$ cat src/rtl/control_sequencer_if.sv
// Bus between the control sequencer and its instruction memory, data memory and ALU.
interface control_sequencer_if;
  logic        instr_ready;
  logic [31:0] instr_data;
  logic        mem_busy;
  logic        alu_branch;
  logic [31:0] alu_result;
  logic [31:0] pc;
  logic        instr_req;
  logic [31:0] instr;
  logic [31:0] immediate;
  logic        alu_source;
  logic        mem_read;
  logic        mem_write;
  logic        reg_write;
  logic        error;
  logic [2:0]  state;

  // Sequencer side
  modport master (
    input  instr_ready, instr_data, mem_busy, alu_branch, alu_result,
    output pc, instr_req, instr, immediate, alu_source,
           mem_read, mem_write, reg_write, error, state
  );

  // Memory / ALU side
  modport slave (
    output instr_ready, instr_data, mem_busy, alu_branch, alu_result,
    input  pc, instr_req, instr, immediate, alu_source,
           mem_read, mem_write, reg_write, error, state
  );
endinterface

$ cat src/rtl/control_sequencer.sv
// Multi-cycle RV32I control sequencer: fetch, decode, execute, memory, writeback.
module control_sequencer #(
  parameter logic [31:0] RESET_PC    = 32'h0000_0000,
  parameter int unsigned MEM_TIMEOUT = 16
) (
  input  logic                clk,
  input  logic                nrst,
  control_sequencer_if.master bus
);

  localparam int unsigned XLEN  = 32;
  localparam int unsigned OPC_W = 7;
  localparam int unsigned CNT_W = (MEM_TIMEOUT > 1) ? $clog2(MEM_TIMEOUT) : 1;
  localparam logic [CNT_W-1:0] CNT_LAST = CNT_W'(MEM_TIMEOUT - 1);

  localparam logic [OPC_W-1:0] OP_R      = 7'b0110011;
  localparam logic [OPC_W-1:0] OP_I      = 7'b0010011;
  localparam logic [OPC_W-1:0] OP_LOAD   = 7'b0000011;
  localparam logic [OPC_W-1:0] OP_STORE  = 7'b0100011;
  localparam logic [OPC_W-1:0] OP_BRANCH = 7'b1100011;
  localparam logic [OPC_W-1:0] OP_LUI    = 7'b0110111;
  localparam logic [OPC_W-1:0] OP_JAL    = 7'b1101111;
  localparam logic [OPC_W-1:0] OP_JALR   = 7'b1100111;

  typedef enum logic [2:0] {
    S_FETCH  = 3'd0,
    S_DECODE = 3'd1,
    S_EXEC   = 3'd2,
    S_MEM    = 3'd3,
    S_WB     = 3'd4,
    S_ERROR  = 3'd5
  } state_e;

  state_e            r_state;
  state_e            w_next_state;
  logic [XLEN-1:0]   r_pc;
  logic [XLEN-1:0]   r_instr;
  logic [XLEN-1:0]   w_next_pc;
  logic [XLEN-1:0]   w_imm;
  logic [CNT_W-1:0]  r_wait_cnt;

  logic              r_instr_req;
  logic              r_mem_read;
  logic              r_mem_write;
  logic              r_reg_write;
  logic              r_error;
  logic              w_instr_req;
  logic              w_mem_read;
  logic              w_mem_write;
  logic              w_reg_write;
  logic              w_error;

  logic [OPC_W-1:0]  w_opcode;
  logic              w_legal;
  logic              w_is_load;
  logic              w_is_store;
  logic              w_is_branch;
  logic              w_is_jal;
  logic              w_is_jalr;
  logic              w_writes_rd;
  logic              w_alu_src;
  logic              w_fetch_accept;

  assign w_opcode       = r_instr[OPC_W-1:0];
  // Fetch completes only while the request is actually visible to memory
  assign w_fetch_accept = r_instr_req && bus.instr_ready;

  // Opcode classification of the latched instruction
  always_comb begin
    w_legal     = 1'b1;
    w_is_load   = 1'b0;
    w_is_store  = 1'b0;
    w_is_branch = 1'b0;
    w_is_jal    = 1'b0;
    w_is_jalr   = 1'b0;
    w_writes_rd = 1'b1;
    w_alu_src   = 1'b0;
    case (w_opcode)
      OP_R:      ;
      OP_I:      w_alu_src = 1'b1;
      OP_LOAD:   begin w_is_load = 1'b1; w_alu_src = 1'b1; end
      OP_STORE:  begin w_is_store = 1'b1; w_alu_src = 1'b1; w_writes_rd = 1'b0; end
      OP_BRANCH: begin w_is_branch = 1'b1; w_writes_rd = 1'b0; end
      OP_LUI:    w_alu_src = 1'b1;
      OP_JAL:    w_is_jal = 1'b1;
      OP_JALR:   begin w_is_jalr = 1'b1; w_alu_src = 1'b1; end
      default:   begin w_legal = 1'b0; w_writes_rd = 1'b0; end
    endcase
  end

  // Sign-extended immediate by instruction format; U-type left unshifted for the ALU
  always_comb begin
    w_imm = '0;
    case (w_opcode)
      OP_I, OP_LOAD, OP_JALR:
        w_imm = {{20{r_instr[31]}}, r_instr[31:20]};
      OP_STORE:
        w_imm = {{20{r_instr[31]}}, r_instr[31:25], r_instr[11:7]};
      OP_BRANCH:
        w_imm = {{19{r_instr[31]}}, r_instr[31], r_instr[7], r_instr[30:25],
                 r_instr[11:8], 1'b0};
      OP_LUI:
        w_imm = {{12{r_instr[31]}}, r_instr[31:12]};
      OP_JAL:
        w_imm = {{11{r_instr[31]}}, r_instr[31], r_instr[19:12], r_instr[20],
                 r_instr[30:21], 1'b0};
      default:
        w_imm = '0;
    endcase
  end

  // Program counter taken on WB exit; alu_branch only matters here
  always_comb begin
    w_next_pc = r_pc + XLEN'(4);
    if (w_is_branch && bus.alu_branch) begin
      w_next_pc = r_pc + w_imm;
    end else if (w_is_jal) begin
      w_next_pc = r_pc + w_imm;
    end else if (w_is_jalr) begin
      w_next_pc = bus.alu_result & ~XLEN'(1);
    end
  end

  // State register
  always_ff @(posedge clk or negedge nrst) begin
    if (!nrst) begin
      r_state <= S_FETCH;
    end else begin
      r_state <= w_next_state;
    end
  end

  // Next-state logic
  always_comb begin
    w_next_state = r_state;
    case (r_state)
      S_FETCH:  if (w_fetch_accept) w_next_state = S_DECODE;
      S_DECODE: w_next_state = w_legal ? S_EXEC : S_ERROR;
      S_EXEC:   w_next_state = (w_is_load || w_is_store) ? S_MEM : S_WB;
      S_MEM: begin
        if (!bus.mem_busy) begin
          w_next_state = S_WB;
        end else if (r_wait_cnt == CNT_LAST) begin
          w_next_state = S_ERROR;
        end
      end
      S_WB:     w_next_state = S_FETCH;
      S_ERROR:  w_next_state = S_ERROR;
      default:  w_next_state = S_ERROR;
    endcase
  end

  // Output decode for the state being entered, so strobes come straight from flops
  always_comb begin
    w_instr_req = 1'b0;
    w_mem_read  = 1'b0;
    w_mem_write = 1'b0;
    w_reg_write = 1'b0;
    w_error     = 1'b0;
    case (w_next_state)
      S_FETCH: w_instr_req = 1'b1;
      S_MEM: begin
        w_mem_read  = w_is_load;
        w_mem_write = w_is_store;
      end
      S_WB:    w_reg_write = w_writes_rd;
      S_ERROR: w_error = 1'b1;
      default: ;
    endcase
  end

  // Output strobe registers; all low while in reset
  always_ff @(posedge clk or negedge nrst) begin
    if (!nrst) begin
      r_instr_req <= 1'b0;
      r_mem_read  <= 1'b0;
      r_mem_write <= 1'b0;
      r_reg_write <= 1'b0;
      r_error     <= 1'b0;
    end else begin
      r_instr_req <= w_instr_req;
      r_mem_read  <= w_mem_read;
      r_mem_write <= w_mem_write;
      r_reg_write <= w_reg_write;
      r_error     <= w_error;
    end
  end

  // Instruction latch, PC and memory wait counter
  always_ff @(posedge clk or negedge nrst) begin
    if (!nrst) begin
      r_instr    <= '0;
      r_pc       <= RESET_PC;
      r_wait_cnt <= '0;
    end else begin
      if (r_state == S_FETCH && w_fetch_accept) begin
        r_instr <= bus.instr_data;
      end
      if (r_state == S_WB) begin
        r_pc <= w_next_pc;
      end
      if (r_state == S_MEM && w_next_state == S_MEM) begin
        r_wait_cnt <= r_wait_cnt + CNT_W'(1);
      end else begin
        r_wait_cnt <= '0;
      end
    end
  end

  assign bus.pc         = r_pc;
  assign bus.instr      = r_instr;
  assign bus.immediate  = w_imm;
  assign bus.alu_source = w_alu_src;
  assign bus.instr_req  = r_instr_req;
  assign bus.mem_read   = r_mem_read;
  assign bus.mem_write  = r_mem_write;
  assign bus.reg_write  = r_reg_write;
  assign bus.error      = r_error;
  assign bus.state      = r_state;

endmodule

$ cat src/flat_wrapper.sv
// flat-port wrapper written by rule: the top's interface ports become plain ports
module control_sequencer_flat 
#(
  parameter logic [31:0] RESET_PC    = 32'h0000_0000,
  parameter int unsigned MEM_TIMEOUT = 16
)
  (clk, nrst, bus_instr_ready, bus_instr_data, bus_mem_busy, bus_alu_branch, bus_alu_result, bus_pc, bus_instr_req, bus_instr, bus_immediate, bus_alu_source, bus_mem_read, bus_mem_write, bus_reg_write, bus_error, bus_state);
  control_sequencer_if bus_i ();
  input  logic clk;
  input  logic nrst;
  input wire logic [$bits(bus_i.instr_ready)-1:0] bus_instr_ready;
  input wire logic [$bits(bus_i.instr_data)-1:0] bus_instr_data;
  input wire logic [$bits(bus_i.mem_busy)-1:0] bus_mem_busy;
  input wire logic [$bits(bus_i.alu_branch)-1:0] bus_alu_branch;
  input wire logic [$bits(bus_i.alu_result)-1:0] bus_alu_result;
  output wire logic [$bits(bus_i.pc)-1:0] bus_pc;
  output wire logic [$bits(bus_i.instr_req)-1:0] bus_instr_req;
  output wire logic [$bits(bus_i.instr)-1:0] bus_instr;
  output wire logic [$bits(bus_i.immediate)-1:0] bus_immediate;
  output wire logic [$bits(bus_i.alu_source)-1:0] bus_alu_source;
  output wire logic [$bits(bus_i.mem_read)-1:0] bus_mem_read;
  output wire logic [$bits(bus_i.mem_write)-1:0] bus_mem_write;
  output wire logic [$bits(bus_i.reg_write)-1:0] bus_reg_write;
  output wire logic [$bits(bus_i.error)-1:0] bus_error;
  output wire logic [$bits(bus_i.state)-1:0] bus_state;
  assign bus_i.instr_ready = bus_instr_ready;
  assign bus_i.instr_data = bus_instr_data;
  assign bus_i.mem_busy = bus_mem_busy;
  assign bus_i.alu_branch = bus_alu_branch;
  assign bus_i.alu_result = bus_alu_result;
  assign bus_pc = bus_i.pc;
  assign bus_instr_req = bus_i.instr_req;
  assign bus_instr = bus_i.instr;
  assign bus_immediate = bus_i.immediate;
  assign bus_alu_source = bus_i.alu_source;
  assign bus_mem_read = bus_i.mem_read;
  assign bus_mem_write = bus_i.mem_write;
  assign bus_reg_write = bus_i.reg_write;
  assign bus_error = bus_i.error;
  assign bus_state = bus_i.state;
  control_sequencer #(.RESET_PC(RESET_PC), .MEM_TIMEOUT(MEM_TIMEOUT)) u_core (.clk(clk), .nrst(nrst), .bus(bus_i));
endmodule
$ cat config.mk
export PLATFORM = sky130hd
export DESIGN_NAME = control_sequencer_flat
export DESIGN_NICKNAME = d
export VERILOG_FILES = /design/src/rtl/control_sequencer_if.sv /design/src/rtl/control_sequencer.sv /design/src/flat_wrapper.sv
export SDC_FILE = /design/constraint.sdc
export NUM_CORES = 1
export LEC_CHECK = 0
export BUFFER_PORTS_ARGS = -buffer_cell sky130_fd_sc_hd__buf_2
export CAP_MARGIN = 20
export CORE_ASPECT_RATIO = 1.1
export CORE_MARGIN = 2
export CORE_UTILIZATION = 35
export CTS_CLUSTER_DIAMETER = 150
export CTS_CLUSTER_SIZE = 10
export DETAILED_ROUTE_END_ITERATION = 12
export GPL_TIMING_DRIVEN = 1
export SLEW_MARGIN = 10
export SYNTH_ARGS = -nofsm -noshare
export SYNTH_HDL_FRONTEND = slang
export SYNTH_SLANG_ARGS = --single-unit
$ cat constraint.sdc
create_clock -name clk -period 4 [get_ports clk]
set_input_delay 0.2 -clock clk [delete_from_list [all_inputs] [get_ports clk]]
set_output_delay 0.2 -clock clk [all_outputs]
set_load 0.005 [all_outputs]
==> parameters.txt, run 1 <==
Parameter                              Value

Finish
  Final standard cell count with taps included and fillers excluded    1149
  Fin nets    1013
  Share of layout cells above drive strength 1    0.325
  Total inserted antenna cells    0
  Area taken by multi-input logic gates    4020 sq um
  Fraction of the core area covered by cells at the end of the flow    0.456
  FF+latch area    1900 sq um
  Cell area after layout    7790 sq um
  Area added between synthesis and finish    26.9%
  Number of inserted filler cells in the final layout    1740

Synthesis
  Sequential share of the synthesized area    0.310
  YS warnings    0
  Most instantiated flip-flop cell in the synthesis netlist    sky130_fd_sc_hd__dfrtp_1
  Post-synth EDFFs    0
  Post-synthesis register bit count    76
  Synthesized netlist net count    837
  Post-synthesis cell area    6140 sq um
  Count of mapped cells out of synthesis    734
  Post-synthesis async set-or-reset flop share    1.00
  Count of different cell masters after synthesis    65
  Average cell area after synthesis    8.37 sq um

Global route
  First-pass GRT wire length    32.9 mm
  Grt total ovfl    0
  Pin count of the biggest net entering global routing    40
  GR Util All Layers    0.230
  Number of antenna violations at the first check in global routing    0
  Vias in the first global route    6003

Setup path
  Worst setup SP type    flip-flop
  Classification of the worst setup path    reg2reg
  Worst-case register-to-register setup slack    0.22 ns
  Crit end category    flip-flop
  Worst reg-to-reg path cell count    15
  Worst r2r src    u_core.bus.instr[5]
  Capture point of the worst reg-to-reg path    u_core.bus.pc[31]
  Crit Path Max Fanout    6
  CP required    4.25 ns
  Critical path data arrival time    4.03 ns

Placement
  Final weighted congestion of routability-driven global placement    0.889
  Standard cell area after detailed placement    7320 sq um
  Count of placed standard cells including taps    1126
  Buffers added on ports    172
  Detailed placement HPWL    15.9 mm

Floorplan
  Starting utilization of the core area    0.360
  Width of the die    130 um
  Number of placement rows    50
  Area of the core    17100 sq um
  Full die area    18600 sq um
  Io pins    174
  Die Height    143 um

STA
  Unrepaired setup endpoints after global routing    false
  Max-slew violation total from the final report    0
  Achievable Freq    264 MHz
  Actual transition at the worst max-transition pin    0.706 ns
  Tmin final    3.78 ns
  Number of setup violations in the final report    0
  Share of the clock period used by the worst path after layout    0.946
  Max-slew headroom at the worst pin    0.528
  Fin Setup TNS    0 ns
  Hold Fails Final Rpt    0
  Setup clock skew after layout    0.00862 ns

Drt
  Count of nets left with antenna violations after detail routing    0
  Routed len/inst    18.6 um
  Number of DRC markers after the initial detailed-route iteration    384
  Pre-antenna DRT Iters    5
  Total number of vias    6376
  Post-DR vias/cell    5.55
  Number of remaining DRC errors    0
  DRT Wirelength    21.4 mm

Status
  Status    completed

Pwr
  Worst voltage drop across the vdd grid    0.000202 V
  Power density relative to cell area    230 nW/um^2
  Leakage power    0.00373 uW

Clock tree
  Worst-path clk slew    0.07 ns
  Total CTS buffers    9
  Largest buffer count on any clock path    2
  CTS tree    yes
  Clock tree root driver cell    sky130_fd_sc_hd__clkbuf_16
  Clock sink count    76
  Depth of the CTS H-tree    3
  Later-pin clock latency in the skew report    0.36 ns

Hold path
  Hold path startpoint    bus_instr_data[2]
  Hold depth    3
  Class of the most critical hold timing path    in2reg
  Hold Path Sink    u_core.bus.instr[2]

Run
  Max_cap viols    0
timing repair:
action / in CTS / in global routing
resized for setup: 0 / 19
endpoints found under the hold margin: 38 / 0
setup endpoints to repair: 0 / 16
hold buffers: 1 / 0
setup buffers: 0 / 5
worst max-delay path, stage by stage (launching register included):
cell                       delay [ns]
sky130_fd_sc_hd__dfrtp_2         0.46
sky130_fd_sc_hd__buf_4           0.17
sky130_fd_sc_hd__nand2_1         0.14
sky130_fd_sc_hd__nor4_4          0.07
sky130_fd_sc_hd__buf_4           0.17
sky130_fd_sc_hd__buf_4           0.14
sky130_fd_sc_hd__a221o_1         0.41
sky130_fd_sc_hd__ha_1            0.42
sky130_fd_sc_hd__nand2_1         0.12
sky130_fd_sc_hd__or3_4           0.38
sky130_fd_sc_hd__nor3_2          0.16
sky130_fd_sc_hd__o221ai_1        0.18
sky130_fd_sc_hd__a32oi_1         0.26
sky130_fd_sc_hd__xor2_1          0.22
sky130_fd_sc_hd__o21ai_1         0.08
sky130_fd_sc_hd__a221o_1         0.30
power breakdown:
| part | total, uW | switching (uW) | internal (uW) |
|---|---|---|---|
| Combinational | 70.8 | 37.2 | 33.5 |
| Clock | 950 | 392 | 558 |
| Sequential | 770 | 1.38 | 769 |
how the worst max path moves through the flow:
stage	startpoint	endpoint	slack, ns	cells past startpoint
global route	u_core.bus.instr[4]	u_core.bus.pc[31]	0.00004	15
global placement	u_core.bus.instr[6]	u_core.bus.pc[31]	0.14	15
finish	u_core.bus.instr[5]	u_core.bus.pc[31]	0.22	15
detailed placement	u_core.bus.instr[0]	u_core.bus.pc[31]	0.13	15
floorplan	u_core.bus.instr[5]	u_core.bus.pc[31]	0.11	17
CTS	u_core.bus.instr[0]	u_core.bus.pc[31]	0.11	15
flip-flops by register name, summed over array words and instances (netlist names):
name,cells
u_core.bus.mem_read,1
u_core.bus.instr_req,1
u_core.bus.pc,32
u_core.bus.state,3
u_core.bus.error,1
u_core.bus.instr,32
u_core.bus.reg_write,1
u_core.bus.mem_write,1
u_core.r_wait_cnt,4
cell type report:
| type | instances | area share |
|---|---|---|
| Inverter | 19 | 0.00915 |
| Timing Repair Buffer | 211 | 0.151 |
| Sequential cell | 76 | 0.244 |
| Clock inverter | 7 | 0.0135 |
| Clock buffer | 9 | 0.0289 |
| Tap cell | 234 | 0.0376 |
| Multi-Input combinational cell | 593 | 0.516 |
per-stage QoR:
stage	setup slack (ns)	hold WS, ns	total power, uW
3_3_place_gp	0.141	0.249	856
4_1_cts	0.111	0.0437	1800
2_1_floorplan	0.108	-0.0956	801
3_5_place_dp	0.134	0.249	856
5_1_grt	0.0000382	0.0600	1840
6_report	0.217	0.0429	1790
cells in the final DEF, fill, tap and decap left out, types with 8 or more instances in the layout:
master	instances
sky130_fd_sc_hd__clkbuf_16	9
sky130_fd_sc_hd__a221o_1	9
sky130_fd_sc_hd__nor2_1	63
sky130_fd_sc_hd__a31oi_1	11
sky130_fd_sc_hd__a21o_1	14
sky130_fd_sc_hd__buf_4	37
sky130_fd_sc_hd__xor2_1	21
sky130_fd_sc_hd__xnor2_1	21
sky130_fd_sc_hd__a21oi_1	65
sky130_fd_sc_hd__nand4_1	9
sky130_fd_sc_hd__inv_1	19
sky130_fd_sc_hd__ha_1	27
sky130_fd_sc_hd__mux2_2	31
sky130_fd_sc_hd__nor3_1	12
sky130_fd_sc_hd__nand3_1	25
sky130_fd_sc_hd__nand2_1	69
sky130_fd_sc_hd__a211oi_1	16
sky130_fd_sc_hd__and3_1	10
sky130_fd_sc_hd__o21ai_0	51
sky130_fd_sc_hd__buf_2	171
sky130_fd_sc_hd__or2_2	8
sky130_fd_sc_hd__dfrtp_1	74
cells in the mapped netlist, drive strengths merged (7+ instances only):
library cell | instances | share of area
clkbuf | 24 | 0.015
nor2 | 65 | 0.040
a221o | 9 | 0.015
a31oi | 12 | 0.012
mux2 | 31 | 0.057
a22o | 7 | 0.010
o221ai | 7 | 0.010
a21o | 14 | 0.017
inv | 19 | 0.012
ha | 33 | 0.067
o21ai | 58 | 0.048
a211oi | 18 | 0.024
o211ai | 7 | 0.0086
nand2 | 72 | 0.045
and2 | 9 | 0.0096
or2 | 9 | 0.0092
a21oi | 67 | 0.056
nand3 | 25 | 0.020
o21a | 7 | 0.0086
xnor2 | 21 | 0.030
nand4 | 9 | 0.0092
nor3 | 15 | 0.014
and3 | 10 | 0.010
dfrtp | 76 | 0.31
xor2 | 21 | 0.030
buf | 22 | 0.024
cell families after synthesis:
| group | count (synthesis) | synth area share |
|---|---|---|
| multiplexers | 31 | 0.0568 |
| buffers and inverters | 65 | 0.0501 |
| AND/OR/NAND/NOR | 245 | 0.194 |
| XOR/XNOR | 42 | 0.0599 |
| flip-flops | 76 | 0.310 |
| AO/OA/AOI/OAI | 241 | 0.259 |
| adder cells (fa/ha/maj) | 34 | 0.0705 |
per-layer routing:
layer	routed length [um]	track usage	vias to the layer above
met5	0	0	-
met4	391	0.0679	0
met3	1640	0.0562	21
met2	10000	0.373	241
met1	9310	0.305	3028
li1	-	-	3086
Power figures use the tool's default switching activity.
==> run 2, diff against run 1 <==
--- a/config.mk
+++ b/config.mk
@@ -14,6 +14,7 @@
 export CTS_CLUSTER_SIZE = 10
 export DETAILED_ROUTE_END_ITERATION = 12
 export GPL_TIMING_DRIVEN = 1
+export PLACE_DENSITY = 0.67
 export SLEW_MARGIN = 10
 export SYNTH_ARGS = -nofsm -noshare
 export SYNTH_HDL_FRONTEND = slang
==> run 2 against run 1 <==
  * Critical path type unchanged
  * Highest routed layer unchanged
  * Via count fell by 0.17%
  * Sequential share of layout area grew 0.42 points
  * Register-to-register slack got worse by 0.04 ns
  * Flip-flop and latch count did not move
  * Largest cell class unchanged
  * Maximum frequency down 1.1%
  * Combinational power grew 3.5%
  * Critical endpoint is now u_core.bus.pc[18]
==> parameters.txt, run 2 (synthesized netlist as in run 1, its figures left out) <==
Parameter                              Value

Status
  Status    completed

STA
  Tmin final    3.83 ns
  Achievable Freq    261 MHz
  Share of the clock period used by the worst path after layout    0.956
  Hold Fails Final Rpt    0
  Minimum setup slack in the final design    0.174 ns
  Setup clock skew after layout    0.00773 ns
  Fin Setup TNS    0 ns
  Actual transition at the worst max-transition pin    0.746 ns
  Max-slew violation total from the final report    0
  Max-slew headroom at the worst pin    0.501
  Number of setup violations in the final report    0
  Unrepaired setup endpoints after global routing    false

Clock tree
  CTS tree    yes
  Clock sink count    76
  Total CTS buffers    9
  Clock tree root driver cell    sky130_fd_sc_hd__clkbuf_16
  Depth of the CTS H-tree    3
  Largest buffer count on any clock path    2
  Later-pin clock latency in the skew report    0.35 ns
  Worst-path clk slew    0.06 ns

Floorplan
  Area of the core    17100 sq um
  Starting utilization of the core area    0.360
  Io pins    174
  Full die area    18600 sq um
  Number of placement rows    50
  Width of the die    130 um
  Die Height    143 um

Setup path
  CP required    4.27 ns
  Cell with the largest stage delay on the worst path    sky130_fd_sc_hd__dfrtp_1
  Critical path data arrival time    4.10 ns
  Crit Path Max Fanout    11
  Classification of the worst setup path    reg2reg
  Worst setup SP type    flip-flop
  Worst-case register-to-register setup slack    0.17 ns
  Crit end category    flip-flop
  Capture point of the worst reg-to-reg path    u_core.bus.pc[18]
  Worst r2r src    u_core.bus.instr[0]
  Delay of the slowest cell on the worst path    0.41 ns
  Worst reg-to-reg path cell count    17
  Critical-path cell list    nand2_2 > or2_2 > nor4_4 > buf_6 > nand2_1 > nand3_1 > ha_1 > inv_1 > fa_1 > nor2b_1 > o211ai_1 > a211o_1 > a21o_1 > a31oi_1 > o2111ai_1 > o31a_1 > o21ai_1

Pwr
  Worst voltage drop across the vdd grid    0.000242 V
  Leakage power    0.00368 uW
  Gate power share    0.043
  Clk pwr share    0.501
  Internal power consumption    1300 uW
  Power density relative to cell area    221 nW/um^2
  Sequential group share of total power    0.456
  Net switching power of the design    387 uW
  Switching power share of the total    0.229

Drt
  Post-DR vias/cell    5.60
  DRT Wirelength    20.6 mm
  Number of remaining DRC errors    0
  Number of DRC markers after the initial detailed-route iteration    576
  Routed len/inst    18.1 um
  Total number of vias    6365
  Count of nets left with antenna violations after detail routing    0
  Pre-antenna DRT Iters    5

Global route
  Grt total ovfl    0
  Met2 GRT Util    0.351
  Met1 usage in global routing    0.301
  Vias in the first global route    5881
  Number of antenna violations at the first check in global routing    0
  First-pass GRT wire length    32.0 mm
  Met3 track utilization from global routing    0.0570
  GR Util All Layers    0.222
  Pin count of the biggest net entering global routing    77
  Global route hottest layer    met2

Finish
  Top library cells by usage in the layout, fill and taps aside    sky130_fd_sc_hd__buf_2 (172), sky130_fd_sc_hd__dfrtp_1 (73), sky130_fd_sc_hd__nand2_1 (69)
  Number of inserted filler cells in the final layout    1748
  Total inserted antenna cells    0
  Area added between synthesis and finish    24.8%
  Share of layout cells above drive strength 1    0.310
  Fin nets    1002
  Most frequent standard cell in the layout excluding fill and tap cells    sky130_fd_sc_hd__buf_2
  Final standard cell count with taps included and fillers excluded    1137
  Area taken by multi-input logic gates    3980 sq um
  FF+latch area    1910 sq um

Placement
  Detailed placement HPWL    15.5 mm
  Buffers added on ports    172
  Final weighted congestion of routability-driven global placement    0.949
  Pre-CTS setup slack    0.116 ns
  Count of placed standard cells including taps    1118

Hold path
  Class of the most critical hold timing path    in2reg
  Hold Path Sink    u_core.bus.instr[2]
  Hold path startpoint    bus_instr_data[2]
  Hold depth    3

Run
  Max_cap viols    0
-- run 2: worst max-delay path by stage --
| stage | start | to | slack (ns) |
|---|---|---|---|
| global route | u_core.bus.instr[5] | u_core.bus.pc[31] | 0.006 |
| floorplan | u_core.bus.instr[5] | u_core.bus.pc[31] | 0.11 |
| global placement | u_core.bus.instr[3] | u_core.bus.pc[24] | 0.14 |
| CTS | u_core.bus.instr[0] | u_core.bus.pc[24] | 0.09 |
| finish | u_core.bus.instr[0] | u_core.bus.pc[18] | 0.17 |
| detailed placement | u_core.bus.instr[0] | u_core.bus.pc[24] | 0.12 |
-- run 2: layout make-up --
| class | instances | share of cell area |
|---|---|---|
| Clock buffer | 10 | 0.0312 |
| Multi-Input combinational cell | 593 | 0.520 |
| Inverter | 19 | 0.00930 |
| Tap cell | 234 | 0.0382 |
| Clock inverter | 5 | 0.00816 |
| Timing Repair Buffer | 200 | 0.145 |
| Sequential cell | 76 | 0.249 |
-- run 2: per-layer routing --
layer / up-vias / wire length, um / part of all wire
met4: 0 / 462 / 0.022
met1: 3025 / 8920 / 0.43
li1: 3055 / - / -
met2: 256 / 9550 / 0.46
met5: - / 0 / 0
met3: 29 / 1660 / 0.081
-- run 2: stage by stage --
step                area (sq um)  hold slack (ns)  total power (uW)  utilization
CTS                         7560           0.0581              1700        0.443
detailed placement          7260            0.418               855        0.425
global route                7660           0.0739              1740        0.449
floorplan                   6140          -0.0956               801            -
finish                      7660           0.0571              1690        0.449
global placement            7260            0.411               855        0.425
-- run 2: worst max-delay path: cells and delay by family (launching register included) --
family,cells,cell delay (ns)
compound gates,7,1.47
fa+ha+maj,2,0.62
buf+inv,2,0.26
flops,1,0.41
simple gates,6,0.99
-- run 2: power by group through the flow --
stage          clock network, uW  registers, uW  logic [uW]
2_1_floorplan                  0            784        16.1
3_3_place_gp                   0            785        70.0
3_5_place_dp                   0            785        70.7
4_1_cts                      861            770        71.0
5_1_grt                      891            770        83.2
6_report                     847            770        73.3
-- run 2: repair_timing --
action	4_1_cts	5_1_grt
setup endpoints to repair	0	11
resized for setup	0	12
hold endpoints to repair	0	17
setup buffers	0	1
hold buffers	0	1
